`config.mk`:
```
export PLATFORM = sky130hd
export DESIGN_NAME = fetch_unit
export DESIGN_NICKNAME = d
export VERILOG_FILES = /design/src/rtl/lc3_pkg.sv /design/src/rtl/wait_timer.sv /design/src/rtl/fetch_unit.sv
export SDC_FILE = /design/constraint.sdc
export NUM_CORES = 1
export LEC_CHECK = 0
export ABC_AREA = 0
export BUFFER_PORTS_ARGS = -buffer_cell sky130_fd_sc_hd__buf_2
export CAP_MARGIN = 20
export CORE_AREA = 2 2 85 87
export CTS_CLUSTER_SIZE = 8
export DETAILED_ROUTE_END_ITERATION = 10
export DIE_AREA = 0 0 87 89
export HOLD_SLACK_MARGIN = 0.05
export SETUP_SLACK_MARGIN = 0.15
export SYNTH_ARGS = -nofsm -noshare
export SYNTH_HDL_FRONTEND = slang
export SYNTH_SLANG_ARGS = --single-unit
export TNS_END_PERCENT = 10
```
`constraint.sdc`:
```
create_clock -name clk -period 2 [get_ports clk]
set_input_delay 0.1 -clock clk [delete_from_list [all_inputs] [get_ports clk]]
set_output_delay 0.1 -clock clk [all_outputs]
set_load 0.01 [all_outputs]
```
`src/rtl/lc3_pkg.sv`:
```
// rtl/lc3_pkg.sv - shared LC3 datapath encodings
// Fetch FSM states and PC mux selects agreed between the fetch unit and the PC register.
package lc3_pkg;

  localparam int WORD = 16;

  typedef enum logic [1:0] {
    IDLE = 2'd0,
    REQ  = 2'd1,
    WAIT = 2'd2,
    LOAD = 2'd3
  } fetch_state_e;

  localparam logic [1:0] PC_INC = 2'b00;
  localparam logic [1:0] PC_EAB = 2'b01;
  localparam logic [1:0] PC_BUS = 2'b10;

endpackage

```
`src/rtl/wait_timer.sv`:
```
// rtl/wait_timer.sv - wait-cycle counter for memory handshakes
// expired flags the enabled cycle whose increment brings the count to TIMEOUT.
module wait_timer #(
  parameter int TIMEOUT = 15,
  parameter int CW      = 4
) (
  input  logic clk,
  input  logic reset,
  input  logic clr,
  input  logic en,
  output logic expired
);

  logic [CW-1:0] count_q, count_d;

  always_comb begin
    count_d = count_q;
    if (clr)
      count_d = '0;
    else if (en)
      count_d = count_q + 1'b1;
  end

  assign expired = en && !clr && (count_q == CW'(TIMEOUT - 1));

  always_ff @(posedge clk or negedge reset) begin
    if (!reset)
      count_q <= '0;
    else
      count_q <= count_d;
  end

endmodule

```
`src/rtl/fetch_unit.sv`:
```
// rtl/fetch_unit.sv - LC3 instruction fetch sequencer
// Issues PC-addressed reads, loads IR and asks the PC register to post-increment.
module fetch_unit
  import lc3_pkg::*;
#(
  parameter int TIMEOUT = 15,
  parameter int CW      = 4
) (
  input  logic            clk,
  input  logic            reset,
  input  logic            fetch_req,
  input  logic            flush,
  input  logic [WORD-1:0] PC,
  input  logic            mem_rdy,
  input  logic [WORD-1:0] mem_rdata,
  output logic [WORD-1:0] mem_addr,
  output logic            mem_rd,
  output logic            ldPC,
  output logic [1:0]      selPC,
  output logic [WORD-1:0] IR,
  output logic            ir_valid,
  output logic            busy,
  output logic            fetch_err
);

  fetch_state_e    state_q, state_d;
  logic [WORD-1:0] mem_addr_q, mem_addr_d;
  logic [WORD-1:0] ir_q, ir_d;
  logic            mem_rd_q, mem_rd_d;
  logic            ldpc_q, ldpc_d;
  logic            ir_valid_q, ir_valid_d;
  logic            busy_q, busy_d;
  logic            fetch_err_q, fetch_err_d;
  logic            tmr_clr, tmr_en, tmr_expired;

  wait_timer #(.TIMEOUT(TIMEOUT), .CW(CW)) u_wait_timer (
    .clk     (clk),
    .reset   (reset),
    .clr     (tmr_clr),
    .en      (tmr_en),
    .expired (tmr_expired)
  );

  always_comb begin
    state_d     = state_q;
    mem_addr_d  = mem_addr_q;
    ir_d        = ir_q;
    mem_rd_d    = 1'b0;
    ldpc_d      = 1'b0;
    ir_valid_d  = 1'b0;
    fetch_err_d = fetch_err_q;
    tmr_clr     = 1'b0;
    tmr_en      = 1'b0;
    unique case (state_q)
      IDLE: begin
        if (fetch_req) begin
          mem_addr_d  = PC;
          fetch_err_d = 1'b0;
          tmr_clr     = 1'b1;
          mem_rd_d    = 1'b1;
          state_d     = REQ;
        end
      end
      REQ: begin
        if (flush) begin
          state_d = IDLE;
        end else begin
          mem_rd_d = 1'b1;
          state_d  = WAIT;
        end
      end
      WAIT: begin
        // Priority: flush beats mem_rdy, and mem_rdy beats the timeout.
        if (flush) begin
          state_d = IDLE;
        end else if (mem_rdy) begin
          ir_d       = mem_rdata;
          ldpc_d     = 1'b1;
          ir_valid_d = 1'b1;
          state_d    = LOAD;
        end else begin
          tmr_en = 1'b1;
          if (tmr_expired) begin
            fetch_err_d = 1'b1;
            state_d     = IDLE;
          end else begin
            mem_rd_d = 1'b1;
          end
        end
      end
      LOAD: state_d = IDLE;
      default: state_d = IDLE;
    endcase
    busy_d = (state_d != IDLE);
  end

  always_ff @(posedge clk or negedge reset) begin
    if (!reset) begin
      state_q     <= IDLE;
      mem_addr_q  <= '0;
      ir_q        <= '0;
      mem_rd_q    <= 1'b0;
      ldpc_q      <= 1'b0;
      ir_valid_q  <= 1'b0;
      busy_q      <= 1'b0;
      fetch_err_q <= 1'b0;
    end else begin
      state_q     <= state_d;
      mem_addr_q  <= mem_addr_d;
      ir_q        <= ir_d;
      mem_rd_q    <= mem_rd_d;
      ldpc_q      <= ldpc_d;
      ir_valid_q  <= ir_valid_d;
      busy_q      <= busy_d;
      fetch_err_q <= fetch_err_d;
    end
  end

  assign mem_addr  = mem_addr_q;
  assign mem_rd    = mem_rd_q;
  assign ldPC      = ldpc_q;
  assign selPC     = PC_INC;
  assign IR        = ir_q;
  assign ir_valid  = ir_valid_q;
  assign busy      = busy_q;
  assign fetch_err = fetch_err_q;

endmodule

```
==> flow_results.org <==
** Worst setup path
- The largest individual stage delay along the critical path comes from the cell dfrtp_1.
- Worst path cell trace :: nor3b_1, and2_1, buf_12, mux2_2
- At the worst endpoint, the required time is approximately 2.2 ns.
- Largest delay share family, worst path :: simple AND/OR/NAND/NOR gates
- Worst path bufs/invs :: 1
- Setup crit start kind :: flip-flop
- On the worst path, the slowest cell contributes a delay of about 0.42 ns.
- Crit path max fanout :: 14
- STA classifies the critical path endpoint as a flip-flop.
- In this run the register-to-register setup slack is approximately 0.34 ns.
- The worst register-to-register path ends at IR[14].
- Startpoint of the most critical register-to-register path :: state_q[0]
- The setup path with the least slack is of type reg2reg.
- Data arrival time of the critical path :: roughly 1.8 ns
- Measured in cells, the most critical reg-to-reg path has a length of 4.

** Clock network
- Sink Count :: 42
- Clock-pin transition on the worst setup and hold timing paths :: ~0.09 ns
- The clock tree synthesis step divided the H-tree into 2 levels.
- In this run, CTS created clock tree buffers numbering 5.
- Counting along the longest clock path gives a buffer depth of 2.
- Buffers inserted by post-CTS timing repair :: 0
- The later pin in the worst-skew pair is clocked with a latency of ~0.29 ns.
- TritonCTS built the clock tree.
- Root buffer selected by CTS :: clkbuf_8

** Synth
- Counting instances in the post-synthesis netlist gives the leading cell types as nand2_1 (51), dfrtp_1 (42), mux2_2 (16).
- Of the post-synthesis cell area, the dominant cell type holds 0.635.
- Yosys attributes the largest share of cell area to dfrtp_1 (64%), nand2_1 (12%), mux2_2 (11%).
- Among all flip-flop cells after synthesis, the most frequent one is dfrtp_1.
- Of the synthesized area, sequential elements account for 0.635.
- nand2_1 is the most common cell in the netlist.
- Syn Area/Cell :: 11.3 sq um
- Yosys synthesis warning count :: 0
- Counting flops with a built-in enable in the synthesized netlist gives 0.
- Cell type with the highest aggregate area in the netlist :: dfrtp_1
- Cell area after technology mapping :: 1650 sq um
- Flops & latches, synth :: 42
- The number of different library cells used by synthesis comes to 23.
- For this run, asynchronously set or reset flops after synthesis account for 1.00.
- The cell count after synthesis came out at 146.

** Timing
- Ratio of final minimum period to clock period :: 0.829
- The number of slew-limit violations in the final report was 0.
- Setup repair after global routing missed its margin :: no
- Actual transition at the worst max-transition pin :: roughly 0.65 ns
- The final number of hold-violating endpoints came to 0.
- Setup total negative slack on the finished layout was measured at 0 ns.
- Highest achievable clock rate :: 603 MHz
- Final setup fails :: 0
- Final Critical Period :: roughly 1.7 ns
- The clock arrives with about 0.0068 ns of skew.
- Worst slew margin relative to its limit :: 0.567

** Detailed routing
- Number of nets with antenna violations after routing :: 0
- Dividing the detail-routed wire length by the instance count gives ~12 um.
- After the first detailed-routing iteration, the DRC count stood at 95.
- After detailed routing, the total wire length is between 3000 and 4000 um.
- After detailed routing, the number of remaining DRC violations is 0.
- Detail-routed via count per cell :: just over 4
- Drt first pass iters :: 4
- The detailed router placed between 1,000 and 1,500 vias in this run.

** Power
- Power per unit of standard cell area :: approximately 1100 nW/um^2
- VDD sags by at most 473 uV.
- Total leakage power :: about 1.3 nW

** Floorplan
- Area inside the core boundary :: around 6700 sq um
- Pin placement for this block handled 76 I/O pins.
- Core Rows :: 30
- Initial Utilization :: 0.246
- From left edge to right edge, the die measures between 80 and 90 um.
- Die Ht :: approximately 89 um
- Die ar. :: 7740 sq um

** GRT
- The initial antenna violation count came to 0.
- In the global route stage, overall resource usage came out at 0.109.
- The first global-routing pass estimated 6440 um of wire.
- Entering global routing, the biggest net connects 30 pins.
- Summed over all layers, the global routing overflow is 0.
- Vias in the first global route :: roughly 1,400

** Cells and area
- Filler cell count :: 658
- 0 antenna diodes ended up in the layout.
- The net count of the finished layout is roughly 290.
- Leaving out filler cells and counting taps, the final layout contains around 340.
- Area growth from synthesis to layout :: 54.8%
- Of the cells placed in the final design, the portion with a size suffix greater than 1 is 0.406.

** Hold path
- Startpoint of the tightest hold check path :: mem_rdy
- Along the worst hold path, the cell count comes to 3.
- The worst hold path terminates at busy.
- In this run the worst hold path is classified as in2reg.

** Place
- Routability-driven placement finished with a final weighted congestion of 0.686.
- Once placement completed, the tool counted placed cells totaling between 200 and 300.
- Detailed placement finished with a half-perimeter wire length of 2530 um.
- In this run the tool buffered the top-level ports with 73 buffer cells.

** Run status
- The run finished with clean final reports.

** Job
- Max-cap violation count :: 0
routing by layer:
layer / share of wire / global-route usage
met5: 0 / 0
met4: 0.012 / 0.0469
met3: 0.037 / 0.0277
met2: 0.51 / 0.185
met1: 0.44 / 0.131
report_power, final:
group | switching (W) | internal (W)
Clock | 0.000299 | 0.000371
Combinational | 0.000463 | 0.000467
Sequential | 0.000154 | 0.00115
Total | 0.000917 | 0.00199
sequential cells by signal, indices dropped and copies added, names as in the netlist:
signal                flops
ir_valid                  1
mem_addr                 16
fetch_err                 1
state_q                   2
IR                       16
mem_rd                    1
u_wait_timer.count_q      4
busy                      1
stage by stage:
step	setup slack, ns	cell area, sq um	util	total power, W	hold slack, ns
3_5_place_dp	0.351	2120	0.315	0.00222	0.178
5_1_grt	0.232	2560	0.381	0.00313	0.155
3_3_place_gp	0.393	2120	0.315	0.00221	0.174
6_report	0.341	2560	0.381	0.00291	0.139
2_1_floorplan	0.409	1660	-	0.00179	-0.196
4_1_cts	0.327	2560	0.381	0.00296	0.140
area by class of cell:
cell class                 instances  area [sq um]  area share
sequential                        42          1050       0.410
timing repair buffer             110           738       0.288
inverter                           2          7.51     0.00293
multi-input combinational         94           551       0.215
clock inverter                     3          45.0      0.0176
tap                               80           100      0.0391
clock buffer                       5          68.8      0.0269
layout by cell type, fill, tap and decap left out, drive strengths merged, types with 3 or more instances in the layout:
| cell type | Yosys | layout |
|---|---|---|
| buf | 6 | 77 |
| nand2 | 51 | 51 |
| dfrtp | 42 | 42 |
| dlygate4sd3 | 0 | 33 |
| mux2 | 16 | 16 |
| o21ai | 5 | 5 |
| clkbuf | 3 | 5 |
| nand3 | 4 | 4 |
| nor3b | 3 | 3 |
worst min-delay path, stage by stage:
cell and delay [ns]:
buf_2 0.11, o21ai_0 0.12, nand2_1 0.08
worst max path at each step:
stage | slack (ns) | to | depth (start not counted) | from
after floorplan | 0.41 | u_wait_timer.count_q[3] | 4 | state_q[0]
after global placement | 0.39 | IR[15] | 4 | state_q[0]
after detailed placement | 0.35 | IR[14] | 4 | state_q[0]
after CTS | 0.33 | IR[14] | 4 | state_q[0]
after global routing | 0.23 | IR[14] | 4 | state_q[0]
final | 0.34 | IR[14] | 4 | state_q[0]
cells by family after synthesis:
family                   synth area share
AND/OR/NAND/NOR                     0.177
flip-flops                          0.635
AO/OA/AOI/OAI                      0.0272
adder cells (fa/ha/maj)            0.0151
buffers and inverters              0.0340
multiplexers                        0.109
other                             0.00227
what timing repair did:
item | CTS | global route
hold buffers | 33 | 0
resized for setup | 0 | 0
endpoints found under the hold margin | 60 | 0
No activity file was read; power rests on OpenSTA's default activity.
